<file path="src/rtl/ascon_round_ctrl.sv">
// rtl/ascon_round_ctrl.sv - Ascon permutation round sequencer owning the 320-bit state register
module ascon_round_ctrl #(
   parameter int STATE_W = 320,
   parameter int CTR_W   = 5
) (
   input  logic               clk,
   input  logic               rst,
   input  logic               start,
   input  logic [CTR_W-1:0]   rounds_in,
   input  logic [STATE_W-1:0] state_in,
   input  logic [STATE_W-1:0] round_in,
   output logic               ready,
   output logic               busy,
   output logic               done,
   output logic               err,
   output logic [CTR_W-1:0]   ctr,
   output logic [CTR_W-1:0]   rounds,
   output logic [STATE_W-1:0] state_q
);

   typedef enum logic [1:0] {
      IDLE = 2'd0,
      RUN  = 2'd1,
      FIN  = 2'd2
   } fsm_t;

   fsm_t fsm, fsm_next;
   logic legal;
   logic accept;
   logic reject;
   logic last;

   assign legal = (rounds_in == CTR_W'(6)) || (rounds_in == CTR_W'(8)) ||
                  (rounds_in == CTR_W'(12));
   assign last  = (ctr == rounds);

   always_ff @(posedge clk or posedge rst) begin
      if (rst) fsm <= IDLE;
      else     fsm <= fsm_next;
   end

   always_comb begin
      fsm_next = fsm;
      accept   = 1'b0;
      reject   = 1'b0;
      unique case (fsm)
         IDLE: begin
            if (start && legal) begin
               accept   = 1'b1;
               fsm_next = RUN;
            end else if (start) begin
               reject   = 1'b1;
            end
         end
         RUN:     if (last) fsm_next = FIN;
         FIN:     fsm_next = IDLE;
         default: fsm_next = IDLE;
      endcase
   end

   // Round index and state advance together; the final round clears ctr and raises done.
   always_ff @(posedge clk or posedge rst) begin
      if (rst) begin
         ctr     <= '0;
         rounds  <= '0;
         state_q <= '0;
         done    <= 1'b0;
         err     <= 1'b0;
      end else begin
         done <= 1'b0;
         err  <= reject;
         if (accept) begin
            state_q <= state_in;
            rounds  <= rounds_in;
            ctr     <= CTR_W'(1);
         end else if (fsm == RUN) begin
            state_q <= round_in;
            if (last) begin
               ctr  <= '0;
               done <= 1'b1;
            end else begin
               ctr  <= ctr + CTR_W'(1);
            end
         end
      end
   end

   assign ready = (fsm == IDLE);
   assign busy  = (fsm == RUN);

endmodule
</file>
<file path="config.mk">
export PLATFORM = sky130hd
export DESIGN_NAME = ascon_round_ctrl
export DESIGN_NICKNAME = d
export VERILOG_FILES = /design/src/rtl/ascon_round_ctrl.sv
export SDC_FILE = /design/constraint.sdc
export NUM_CORES = 1
export LEC_CHECK = 0
export BUFFER_PORTS_ARGS = -buffer_cell sky130_fd_sc_hd__buf_2
export CAP_MARGIN = 25
export CORE_AREA = 2 2 378 380
export CTS_CLUSTER_DIAMETER = 30
export DETAILED_ROUTE_END_ITERATION = 10
export DIE_AREA = 0 0 380 382
export PLACE_DENSITY_LB_ADDON = 0.15
export SLEW_MARGIN = 10
export SYNTH_ARGS = -nofsm -noshare
export SYNTH_HDL_FRONTEND = slang
export SYNTH_SLANG_ARGS = --single-unit
</file>
<file path="constraint.sdc">
create_clock -name clk -period 19.5 [get_ports clk]
set_input_delay 5.85 -clock clk [delete_from_list [all_inputs] [get_ports clk]]
set_output_delay 5.85 -clock clk [all_outputs]
set_load 0.05 [all_outputs]
</file>
==> flow_summary.ini, run 1 <==
[status]
status = complete, no violations

[placed_design]
place_hpwl_um = 63370
port_buffers = 981
gp_congestion = 0.8281
placed_area_um2 = 21740
dp_slack_ps = 9733

[worst_setup_path]
r2r-end = state_q[252]
rrSetupSlack_ps = 15500
crit_required_ps = 20130
endpoint_kind = flop
critPathLaunch = rounds_in[1]
r2r_cells = 8
path_class = in2reg
endpoint = state_q[252]
rr_startpoint = fsm[0]
cp.arrival_ps = 9640
cp-start-kind = input port
worstPathMaxFanout = 89

[global_routing]
gr-usage-all-layers_pct = 11.50
grt_first_pass_wirelength_um = 123800
antenna_found_initial = 14
grt_pass1_vias = 17920
gr-total-overflow = 0
grt_max_degree = 194

[synthesis]
yosysSeqAreaShare_pct = 55.77
synth_area_leader_cell = dfrtp_1
synth-main-ff-cell = dfrtp_1
yosysWarnings = 0
synthCells = 1806
synth_edf_count = 0
netlist_area_um2 = 14990
post-synth-top-area-fraction_pct = 55.77
synth_nets = 2455
async_flop_share_pct = 100.0
synth_area_leaders = dfrtp_1 (56%), nand2_1 (16%), a31oi_1 (13%)
avgSynthCellArea_um2 = 8.298
synth-seq-cells = 334
yosysUniqueCellTypes = 26

[floorplan]
rows = 138
dieHeight_um = 382
start_util_pct = 10.64
fp.dieW_um = 380
die_area_um2 = 145200
io-pin-count = 982
core_um2 = 140900

[power]
leakagePower_nw = 13.05
swShare_pct = 47.23
p_per_area_nw_per_um2 = 230.5
power.internal_mw = 3.226
combPwrFrac_pct = 43.8
p_sw_mw = 2.888
clockPowerShare_pct = 35.5
peakVddDrop_mv = 0.1039
power_frac_seq_pct = 20.7
finalPower_mw = 6.114

[sta]
setup-violations-final = 0
clock_skew_ps = 36.58
setup_ws_ps = 10500
tightest_slew_ps = 975.6
rsz0062_at_grt = no
fin_crit_sh_pct = 46.18
period_needed_ps = 9005
hold_viol = 0
tns_ps = 0
holdWs_ps = 529.8
fmax_mhz = 111.1
finalMaxSlewViolations = 0
relSlewSlack_pct = 34.96

[finish]
layout_commonest_cell = buf_2
register_area_um2 = 8358
multi_input_area_um2 = 5917
fillers = 16080
final_cell_mix = buf_2 (981), nand2_1 (643), dfrtp_1 (334)
drive_gt1_share_pct = 41.93
area.growth.synth_to_final_pct = 77.01
finalNetCount = 3456
design_area_um2 = 26530

[clock_network]
postCtsSetupRepairBufs = 0
cts-buffers-inserted = 141
cts_tree = done
htree_levels = 4
cts_root_buf = clkbuf_16
clkLatencyLatePin_ps = 720
cts.clk_slew.worst_paths_ps = 40
post_cts_resized = 0
clock_path_buffers = 3
clock-sinks = 334
cts_hold_buf = 0

[run]
cap_violations = 0

[routing]
wl_per_cell_um = 17.88
wirelength_um = 85960
via_count = 17280
viasPerCell = 3.593
drcViolationCount = 0
drtIter0Drc = 703
drt_first_pass_iters = 5
ant_nets = 0

[worst_hold_path]
min_path_type = reg2reg
[synthesized netlist by cell type, types with 2 or more instances]
| cell type | n |
|---|---|
| o21ai_0 | 4 |
| mux2_2 | 2 |
| buf_2 | 80 |
| nand3b_1 | 2 |
| nand2_1 | 643 |
| clkbuf_1 | 43 |
| a31oi_1 | 323 |
| nor3_1 | 2 |
| buf_4 | 21 |
| xnor2_1 | 5 |
| nand3_1 | 9 |
| and2_1 | 2 |
| dfrtp_1 | 334 |
| nor2_1 | 323 |
| or3_1 | 2 |
[per-stage QoR]
stage | utilization [%] | cells
6_report | 18.83 | 4809
5_1_grt | 18.82 | 4807
3_3_place_gp | 15.43 | 4553
4_1_cts | 18.80 | 4801
2_1_floorplan | - | 1806
3_5_place_dp | 15.43 | 4553
[sequential cells by signal, summed over array words and instances (netlist names)]
signal	count
fsm	2
err	1
rounds	5
done	1
ctr	5
state_q	320
[final cells by class]
type,instances,area share [%]
Clock inverter,27,1.693
Timing Repair Buffer,1003,19.25
Tap cell,1890,8.914
Inverter,2,0.08490
Sequential cell,334,31.51
Multi-Input combinational cell,1325,22.30
Antenna cell,7,0.06603
Clock buffer,221,16.18
[power groups by stage]
stage | clock network (mW) | logic (mW) | registers, mW
finish | 2.17 | 2.68 | 1.27
global route | 2.28 | 2.86 | 1.32
CTS | 2.23 | 2.72 | 1.27
detailed placement | 0 | 2.72 | 1.27
global placement | 0 | 2.73 | 1.28
floorplan | 0 | 0.713 | 2.45
[kinds of logic (layout without fill, tap and decap cells)]
group,Yosys count,after routing,share of synthesized area [%]
other cells,0,7,0
fa+ha+maj,1,1,0.08347
xor+xnor,5,5,0.2922
buf+inv,147,1253,4.875
mux,2,2,0.1503
flops,334,334,55.77
compound gates,330,330,13.82
simple gates,987,987,25.01
[how the worst min path moves through the flow]
stage	to	from	depth (start not counted)	slack, ps
2_1_floorplan	ctr[4]	fsm[1]	4	760
3_3_place_gp	rounds[0]	rounds[0]	1	530
6_report	state_q[192]	state_q[192]	2	530
4_1_cts	state_q[129]	state_q[129]	2	530
3_5_place_dp	state_q[163]	state_q[163]	2	530
5_1_grt	state_q[48]	state_q[48]	2	550
[metal layers]
metal / up-vias / share of wire, % / GRT usage, %
met5: - / 0.076 / 0
met4: 10 / 2.3 / 4.130
met3: 152 / 8.3 / 4.507
met2: 706 / 50 / 19.63
met1: 8319 / 39 / 12.95
li1: 8094 / - / -
[critical path, stage by stage]
cell       delay, ps
buf_2            120
and3b_1          210
o2111ai_4        190
buf_4            600
buf_4            710
buf_4            670
buf_4            800
nor2_1           110
a31oi_1          170
Power figures use the tool's default switching activity.
==> run 2, diff against run 1 <==
clock period = 8.4 ns   (was 19.5 ns; I/O delays follow)
==> run 2 against run 1 <==
Compared with the run above:
- sequential share of layout area rose by 0.19 points
- global-route usage rose by 0.074 points
- via count fell by 0.47%
- flip-flop and latch count did not move
- cell count barely moved
- count of clock-buffer cells in the layout fell by 15
- routed wire length rose by 1.0%
- die area did not move
- largest cell class unchanged
- highest routed layer unchanged
==> flow_summary.ini, run 2 (synthesis results as in run 1) <==
[power]
clockPowerShare_pct = 34.5
power.internal_mw = 7.262
power_frac_seq_pct = 20.9
leakagePower_nw = 12.97
p_sw_mw = 6.734
swShare_pct = 48.11
p_per_area_nw_per_um2 = 530.8
combPwrFrac_pct = 44.7
peakVddDrop_mv = 0.2034

[worst_hold_path]
min_path_type = reg2reg
holdCritStartpoint = state_q[89]
hold_depth = 2

[routing]
met2_length_um = 42570
highest_layer = met5
wl_per_cell_um = 18.07
met1_length_um = 33890
drcViolationCount = 0
via_count = 17200
dr_wl_met3_um = 7623
drt_first_pass_iters = 5
drtIter0Drc = 778
ant_nets = 0
wirelength_um = 86860
viasPerCell = 3.578

[finish]
largest_reg_flops = 320
top_regs = state_q: 320 flops, ctr: 5 flops, rounds: 5 flops
top_register = state_q
finalNetCount = 3447
area.growth.synth_to_final_pct = 75.94
layout_commonest_cell = buf_2
final_cell_mix = buf_2 (981), nand2_1 (643), dfrtp_1 (334)
fillers = 16180
drive_gt1_share_pct = 42.01

[floorplan]
dieHeight_um = 382
start_util_pct = 10.64
rows = 138
fp.dieW_um = 380
io-pin-count = 982
die_area_um2 = 145200
core_um2 = 140900

[worst_setup_path]
critPathLaunch = fsm[1]
cp.arrival_ps = 2430
r2r_cells = 6
cp-start-kind = flop
worstPathMaxFanout = 78
endpoint_kind = output port
crit_required_ps = 5880
path_class = reg2out
rr_startpoint = fsm[0]

[sta]
setup_ws_ps = 3449
fin_crit_sh_pct = 58.94
fmax_mhz = 202.0
finalMaxSlewViolations = 0
tns_ps = 0
rsz0062_at_grt = no
holdWs_ps = 529.7
tightest_slew_ps = 983.5
clock_skew_ps = 38.49
setup-violations-final = 0
hold_viol = 0
period_needed_ps = 4951
relSlewSlack_pct = 34.43

[placed_design]
gp_congestion = 0.8331
place_hpwl_um = 63430
dp_slack_ps = 3535
port_buffers = 981

[global_routing]
gr-usage-all-layers_pct = 11.58
gr-total-overflow = 0
grt_first_pass_wirelength_um = 123600
antenna_found_initial = 29
grt_pass1_vias = 17890
grt_max_degree = 196

[run]
cap_violations = 0

[clock_network]
clock-sinks = 334
cts_tree = done
clkLatencyLatePin_ps = 700
clock_path_buffers = 3
cts_root_buf = clkbuf_16
postCtsSetupRepairBufs = 0
cts-buffers-inserted = 136
cts_hold_buf = 0
post_cts_resized = 0
htree_levels = 4
cts.clk_slew.worst_paths_ps = 40

[status]
status = complete, no violations
==> run 2: worst max-delay path, stage by stage, from the launching register on <==
cell and delay, ps:
dfrtp_1 370, nand2b_4 380, inv_8 510, buf_2 380
==> run 2: power by group through the flow <==
stage / clock network [mW] / registers, mW / logic, mW
after floorplan: 0 / 5.70 / 1.66
after global placement: 0 / 2.95 / 6.38
after detailed placement: 0 / 2.92 / 6.37
after CTS: 4.96 / 2.92 / 6.37
after global routing: 5.07 / 3.03 / 6.66
final: 4.82 / 2.92 / 6.25
==> run 2: final cells by class <==
cell class | instances | area (µm²) | share of cell area (%)
flip-flops and latches | 334 | 8358 | 31.70
multi-input cells | 1325 | 5917 | 22.44
repair buffers | 999 | 5132 | 19.46
clock buffers | 206 | 4086 | 15.50
well taps | 1890 | 2365 | 8.968
clock inverters | 36 | 452.9 | 1.718
diodes | 15 | 37.54 | 0.1424
inverters | 2 | 18.77 | 0.07118
==> run 2: through the flow <==
stage | area (µm²) | power, mW | utilization (%) | cells
6_report | 26370 | 14.00 | 18.71 | 4807
5_1_grt | 26360 | 14.76 | 18.71 | 4805
4_1_cts | 26330 | 14.26 | 18.69 | 4792
3_5_place_dp | 21790 | 9.289 | 15.47 | 4550
3_3_place_gp | 21790 | 9.335 | 15.47 | 4550
2_1_floorplan | 14990 | 7.352 | - | 1806
==> run 2: per-layer routing <==
metal	up-vias	track usage, %
li1	8088	-
met1	8241	12.72
met2	673	19.50
met3	175	5.072
met4	22	4.688
met5	-	0
==> run 2: worst paths after layout <==
path | slack (ps) | end
worst max-delay path | 3450 | busy
worst min-delay path | 530 | state_q[89]
worst max register to register | 4790 | state_q[250]
worst min register to register | 530 | state_q[89]
max in group asynchronous | 4990 | state_q[247]
min in group asynchronous | 1970 | state_q[212]
